$ cat config.mk
export PLATFORM = sky130hd
export DESIGN_NAME = mem_interface_flat
export DESIGN_NICKNAME = d
export VERILOG_FILES = /design/src/rtl/mem_pkg.sv /design/src/rtl/mem_interface_if.sv /design/src/rtl/mem_fsm.sv /design/src/rtl/mem_interface.sv /design/src/flat_wrapper.sv
export SDC_FILE = /design/constraint.sdc
export NUM_CORES = 1
export LEC_CHECK = 0
export ABC_AREA = 1
export CAP_MARGIN = 25
export CORE_MARGIN = 2
export CORE_UTILIZATION = 41
export DETAILED_ROUTE_END_ITERATION = 8
export PLACE_DENSITY_LB_ADDON = 0.2
export SLEW_MARGIN = 20
export SYNTH_ARGS = -nofsm -noshare
export SYNTH_HDL_FRONTEND = slang
export SYNTH_SLANG_ARGS = --single-unit
$ cat constraint.sdc
create_clock -name clk -period 1.8 [get_ports clk]
set_input_delay 0.36 -clock clk [delete_from_list [all_inputs] [get_ports clk]]
set_output_delay 0.36 -clock clk [all_outputs]
set_load 0.05 [all_outputs]
$ cat src/rtl/mem_pkg.sv
// mem_pkg: shared constants for the MAR/MDR memory front-end.
// State encoding, bus widths and counter width.
package mem_pkg;

  localparam int ADDR_W = 9;
  localparam int DATA_W = 32;
  localparam int CNT_W  = 4;
  localparam int ST_W   = 3;

  localparam logic [ST_W-1:0] S_IDLE   = 3'd0;
  localparam logic [ST_W-1:0] S_RD     = 3'd1;
  localparam logic [ST_W-1:0] S_WSETUP = 3'd2;
  localparam logic [ST_W-1:0] S_WPULSE = 3'd3;
  localparam logic [ST_W-1:0] S_WHOLD  = 3'd4;
  localparam logic [ST_W-1:0] S_DONE   = 3'd5;

  // Down-counter preload: a phase of n cycles exits when count hits zero.
  function automatic logic [CNT_W-1:0] cnt_load(input int n);
    return CNT_W'(n - 1);
  endfunction

endpackage

$ cat src/rtl/mem_interface_if.sv
// mem_interface_if: strobe/address/data bundle between the front-end
// and the asynchronous 512x32 RAM.
interface mem_interface_if;
  import mem_pkg::*;

  logic              ram_read;
  logic              ram_write;
  logic [ADDR_W-1:0] ram_address;
  logic [DATA_W-1:0] ram_wdata;
  logic [DATA_W-1:0] Mdatain;

  modport master (
    output ram_read,
    output ram_write,
    output ram_address,
    output ram_wdata,
    input  Mdatain
  );

  modport slave (
    input  ram_read,
    input  ram_write,
    input  ram_address,
    input  ram_wdata,
    output Mdatain
  );

endinterface

$ cat src/rtl/mem_fsm.sv
// mem_fsm: access sequencer for the RAM front-end.
// Owns state, phase counter, registered strobes, done and error pulses.
module mem_fsm
  import mem_pkg::*;
#(
  parameter int RD_WAIT  = 2,
  parameter int WR_WIDTH = 1
) (
  input  logic clk,
  input  logic clr_n,
  input  logic rd_req,
  input  logic wr_req,
  input  logic MARin,
  input  logic MDRin,
  output logic ram_read,
  output logic ram_write,
  output logic busy,
  output logic done,
  output logic protocol_err,
  output logic idle,
  output logic capture
);

  logic [ST_W-1:0]  state_q, state_d;
  logic [CNT_W-1:0] cnt_q, cnt_d;
  logic             rd_q, rd_d;
  logic             wr_q, wr_d;
  logic             done_q, done_d;
  logic             cnt_zero;

  assign cnt_zero = (cnt_q == '0);

  // Next state, counter reload/decrement and the MDR capture strobe.
  always_comb begin
    state_d = state_q;
    cnt_d   = cnt_q;
    capture = 1'b0;
    unique case (1'b1)
      (state_q == S_IDLE): begin
        if (rd_req && !wr_req) begin
          state_d = S_RD;
          cnt_d   = cnt_load(RD_WAIT);
        end else if (wr_req && !rd_req) begin
          state_d = S_WSETUP;
        end
      end
      (state_q == S_RD): begin
        if (cnt_zero) begin
          capture = 1'b1;
          state_d = S_DONE;
        end else begin
          cnt_d = cnt_q - 1'b1;
        end
      end
      (state_q == S_WSETUP): begin
        state_d = S_WPULSE;
        cnt_d   = cnt_load(WR_WIDTH);
      end
      (state_q == S_WPULSE): begin
        if (cnt_zero) begin
          state_d = S_WHOLD;
        end else begin
          cnt_d = cnt_q - 1'b1;
        end
      end
      (state_q == S_WHOLD): state_d = S_DONE;
      (state_q == S_DONE):  state_d = S_IDLE;
      default:              state_d = S_IDLE;
    endcase
  end

  // Strobes and done are decoded from the next state so they leave a flop.
  always_comb begin
    rd_d   = (state_d == S_RD);
    wr_d   = (state_d == S_WPULSE);
    done_d = (state_d == S_DONE);
  end

  // State, counter and registered outputs; reset drops strobes at once.
  always_ff @(posedge clk or negedge clr_n) begin
    if (!clr_n) begin
      state_q <= S_IDLE;
      cnt_q   <= '0;
      rd_q    <= 1'b0;
      wr_q    <= 1'b0;
      done_q  <= 1'b0;
    end else begin
      state_q <= state_d;
      cnt_q   <= cnt_d;
      rd_q    <= rd_d;
      wr_q    <= wr_d;
      done_q  <= done_d;
    end
  end

  assign idle      = (state_q == S_IDLE);
  assign busy      = !idle;
  assign ram_read  = rd_q;
  assign ram_write = wr_q;
  assign done      = done_q;

  // Any load/request while busy, or a read+write collision in idle.
  assign protocol_err = (busy && (MARin || MDRin || rd_req || wr_req))
                      || (idle && rd_req && wr_req);

endmodule

$ cat src/rtl/mem_interface.sv
// mem_interface: MAR/MDR front-end for the 512x32 asynchronous RAM.
// Registers live here; access sequencing is delegated to mem_fsm.
module mem_interface
  import mem_pkg::*;
#(
  parameter int RD_WAIT  = 2,
  parameter int WR_WIDTH = 1
) (
  input  logic              clk,
  input  logic              clr_n,
  input  logic [DATA_W-1:0] BusMuxOut,
  input  logic              MARin,
  input  logic              MDRin,
  input  logic              rd_req,
  input  logic              wr_req,
  mem_interface_if.master   ram,
  output logic [DATA_W-1:0] mdr_q,
  output logic              busy,
  output logic              done,
  output logic              protocol_err
);

  logic [ADDR_W-1:0] mar_q, mar_d;
  logic [DATA_W-1:0] mdr_d;
  logic              idle;
  logic              capture;
  logic              ram_read;
  logic              ram_write;

  mem_fsm #(
    .RD_WAIT  (RD_WAIT),
    .WR_WIDTH (WR_WIDTH)
  ) u_fsm (
    .clk          (clk),
    .clr_n        (clr_n),
    .rd_req       (rd_req),
    .wr_req       (wr_req),
    .MARin        (MARin),
    .MDRin        (MDRin),
    .ram_read     (ram_read),
    .ram_write    (ram_write),
    .busy         (busy),
    .done         (done),
    .protocol_err (protocol_err),
    .idle         (idle),
    .capture      (capture)
  );

  // Bus loads only in idle; read capture only at the end of a read.
  always_comb begin
    mar_d = mar_q;
    mdr_d = mdr_q;
    if (idle && MARin) begin
      mar_d = BusMuxOut[ADDR_W-1:0];
    end
    if (capture) begin
      mdr_d = ram.Mdatain;
    end else if (idle && MDRin) begin
      mdr_d = BusMuxOut;
    end
  end

  // MAR/MDR registers.
  always_ff @(posedge clk or negedge clr_n) begin
    if (!clr_n) begin
      mar_q <= '0;
      mdr_q <= '0;
    end else begin
      mar_q <= mar_d;
      mdr_q <= mdr_d;
    end
  end

  assign ram.ram_read    = ram_read;
  assign ram.ram_write   = ram_write;
  assign ram.ram_address = mar_q;
  assign ram.ram_wdata   = mdr_q;

endmodule

$ cat src/flat_wrapper.sv
// flat-port wrapper written by rule: the top's interface ports become plain ports
module mem_interface_flat import mem_pkg::*;
#(
  parameter int RD_WAIT  = 2,
  parameter int WR_WIDTH = 1
)
  (clk, clr_n, BusMuxOut, MARin, MDRin, rd_req, wr_req, mdr_q, busy, done, protocol_err, ram_ram_read, ram_ram_write, ram_ram_address, ram_ram_wdata, ram_Mdatain);
  mem_interface_if ram_i ();
  input  logic clk;
  input  logic clr_n;
  input  logic [DATA_W-1:0] BusMuxOut;
  input  logic MARin;
  input  logic MDRin;
  input  logic rd_req;
  input  logic wr_req;
  output logic [DATA_W-1:0] mdr_q;
  output logic busy;
  output logic done;
  output logic protocol_err;
  output wire logic [$bits(ram_i.ram_read)-1:0] ram_ram_read;
  output wire logic [$bits(ram_i.ram_write)-1:0] ram_ram_write;
  output wire logic [$bits(ram_i.ram_address)-1:0] ram_ram_address;
  output wire logic [$bits(ram_i.ram_wdata)-1:0] ram_ram_wdata;
  input wire logic [$bits(ram_i.Mdatain)-1:0] ram_Mdatain;
  assign ram_ram_read = ram_i.ram_read;
  assign ram_ram_write = ram_i.ram_write;
  assign ram_ram_address = ram_i.ram_address;
  assign ram_ram_wdata = ram_i.ram_wdata;
  assign ram_i.Mdatain = ram_Mdatain;
  mem_interface #(.RD_WAIT(RD_WAIT), .WR_WIDTH(WR_WIDTH)) u_core (.clk(clk), .clr_n(clr_n), .BusMuxOut(BusMuxOut), .MARin(MARin), .MDRin(MDRin), .rd_req(rd_req), .wr_req(wr_req), .ram(ram_i), .mdr_q(mdr_q), .busy(busy), .done(done), .protocol_err(protocol_err));
endmodule
==> results by group <==
Status
  – Status: finished clean

Placement
  – # placed instances: 608
  – Place WS: -0.139 ns
  – Port Buffers: 147
  – Placer congestion estimate: 0.844
  – Post-DP HPWL: 5670 um

CTS
  – CTS Sinks: 51
  – CTS tree: built
  – Post-CTS Hold Buffers: 0
  – Root buffer cell: clkbuf_8
  – CTS clock-pin slew for the worst setup and hold paths: 0.09 ns
  – Max H-tree Level: 2
  – Clk_lat worst skew: 0.31 ns
  – CTS buffer count: 5
  – Clock Tree Buf Depth: 2

Yosys
  – Yosys warnings: 0
  – Mapped Cells: 398
  – Distinct cells, synth: 25
  – Avg Synthesized Cell Area: 7.55 sq um
  – Sequential area share after synthesis: 0.424
  – Synth Cell Area: 3010 sq um
  – Yosys reg bits: 51
  – Net Count, Synth: 470

Flow run
  – Max Cap Viol: 0

Global routing
  – Total track usage: 0.192
  – Most used routing layer: met2
  – Met1 Usage GRT: 0.257
  – First-pass GRT wire length: 12000 um
  – Vias in the first global route: 2556
  – M2 GR Usage: 0.320
  – Grt met3 use: 0.0430
  – GRT overflow: 0
  – Pin count of the biggest net entering global routing: 27
  – Initial antenna violation count: 0

Routing
  – Antenna-violating nets left: 0
  – Routed wire per std cell: 12.4 um
  – Via density: 4.40
  – DRC: 0
  – Routed wire length: 7720 um
  – First DRT Iteration DRCs: 64
  – Vias: 2730
  – Drt first pass iters: 4

Layout
  – N_diodes: 0
  – Multi-input gate area: 1160 sq um
  – Final net count: 593
  – Sequential cell area: 1280 sq um
  – Number of fill cells in the layout: 678
  – Commonest non-fill, non-tap cell in the layout: nand2_1
  – Share of layout cells above drive strength 1: 0.268
  – Commonest cells after routing, fill and taps aside: nand2_1, buf_4, clkdlybuf4s50_1
  – Area growth syn-to-layout: 45.0%
  – Finished Layout Cells: 621

Critical path
  – Startpoint types: flop
  – R2R depth: 8
  – Critical setup path kind: reg -> out
  – CP Data Arrival Time: 1.35 ns
  – Critical Path RT: 1.44 ns
  – FF-to-FF End: u_core.mdr_q[22]
  – Worst R2R Setup Slack: 0.19 ns
  – CP startpoint: u_core.u_fsm.state_q[1]
  – Critical Path End: protocol_err
  – CP Capture Type: primary output
  – Worst flop-to-flop path startpoint: u_core.u_fsm.cnt_q[0]
  – Worst-path maximum fanout: 2

STA
  – Max Clock Freq: 584 MHz
  – Slew @ Worst Pin: 0.640 ns
  – Period utilization: 0.951
  – Slew Viols, Final: 0
  – Min cycle time layout: 1.71 ns
  – # setup viols final: 0
  – Post-Route Setup TNS: 0 ns
  – Worst slew margin: 0.573
  – Final Hold Vio Count: 0
  – Fin worst setup slack: 0.0880 ns
  – Clock Skew: 0.00831 ns

Die
  – Die Y: 89.6 um
  – Core area: 7180 sq um
  – Starting Density: 0.419
  – Ports: 148
  – Cell Rows: 31
  – Die ar.: 8030 sq um
  – Die W: 89.6 um

Min path
  – HP Class: in -> async
## sequential cells by signal (all words and copies together), names as in the netlist
name	count
u_core.ram.ram_address	9
u_core.mdr_q	32
u_core.u_fsm.ram_write	1
u_core.u_fsm.cnt_q	4
u_core.u_fsm.ram_read	1
u_core.u_fsm.state_q	3
u_core.u_fsm.done	1
## through the flow
step / area [sq um] / util / hold WS (ns)
floorplan: 3010 / - / 0.0644
global placement: 4160 / 0.580 / 0.415
detailed placement: 4160 / 0.580 / 0.426
CTS: 4320 / 0.602 / 0.0837
global route: 4360 / 0.608 / 0.0974
finish: 4360 / 0.608 / 0.0715
## cells by family (layout without fill, tap and decap cells)
logic type	after synthesis	count (layout)	synth area share
simple gates	203	204	0.288
buf+inv	108	231	0.196
flops	51	51	0.424
compound gates	33	33	0.0807
fa+ha+maj	2	2	0.00832
xor+xnor	1	1	0.00291
## synth_stat cells
library cell / count / area (sq um)
a21oi_1: 2 / 10.0
buf_2: 1 / 5.00
buf_4: 39 / 293
buf_6: 4 / 45.0
clkbuf_1: 1 / 3.75
dfrtp_1: 51 / 1280
ha_1: 2 / 25.0
inv_1: 60 / 225
inv_2: 1 / 3.75
inv_4: 2 / 12.5
nand2_1: 160 / 601
nand2_2: 2 / 12.5
nand2_4: 1 / 11.3
nand3_1: 23 / 115
nand3_2: 1 / 10.0
nand3b_1: 1 / 7.51
nand4_1: 1 / 6.26
nor2_1: 9 / 33.8
nor2_2: 1 / 6.26
nor2_4: 2 / 22.5
nor2_8: 2 / 40.0
o21ai_0: 10 / 50.1
o21ai_2: 20 / 175
o31ai_1: 1 / 7.51
xnor2_1: 1 / 8.76
## routing by layer
| layer | vias up | wire length [um] |
|---|---|---|
| met5 | - | 0 |
| li1 | 1402 | - |
| met1 | 1231 | 3300 |
| met2 | 92 | 3780 |
| met4 | 0 | 65 |
| met3 | 5 | 578 |
## worst max-delay path: stages (launching register included)
cell     delay, ns
dfrtp_2       0.42
inv_2         0.06
nand2_2       0.06
nor2_4        0.12
o21ai_2       0.06
o31ai_1       0.06
inv_1         0.10
buf_12        0.16
## worst min path at each step
stage                     slack, ns               endpoint   from  cells after the start
after floorplan                0.06        u_core.mdr_q[0]  clr_n                      0
after global placement         0.42       u_core.mdr_q[13]  clr_n                      1
after detailed placement       0.43       u_core.mdr_q[13]  clr_n                      1
after CTS                      0.08       u_core.mdr_q[16]  clr_n                      1
after global routing            0.1  u_core.u_fsm.cnt_q[1]  clr_n                      1
final                          0.07       u_core.mdr_q[19]  clr_n                      1
## cell type report
type,instances,area share
tap,99,0.0284
clock inverter,3,0.0155
sequential,51,0.293
clock buffer,5,0.0158
inverter,63,0.0554
multi-input combinational,240,0.267
timing repair buffer,160,0.325
## what timing repair did
item / 4_1_cts / 5_1_grt
setup buffers: 2 / 2
gates resized for setup: 2 / 11
pin swaps: 1 / 2
endpoints found under the setup margin: 2 / 20
gates cloned: 1 / 0
Power is left out: the tool's default activity adds up to more than one toggle a clock period on the data nets, which glitch-free logic cannot reach.
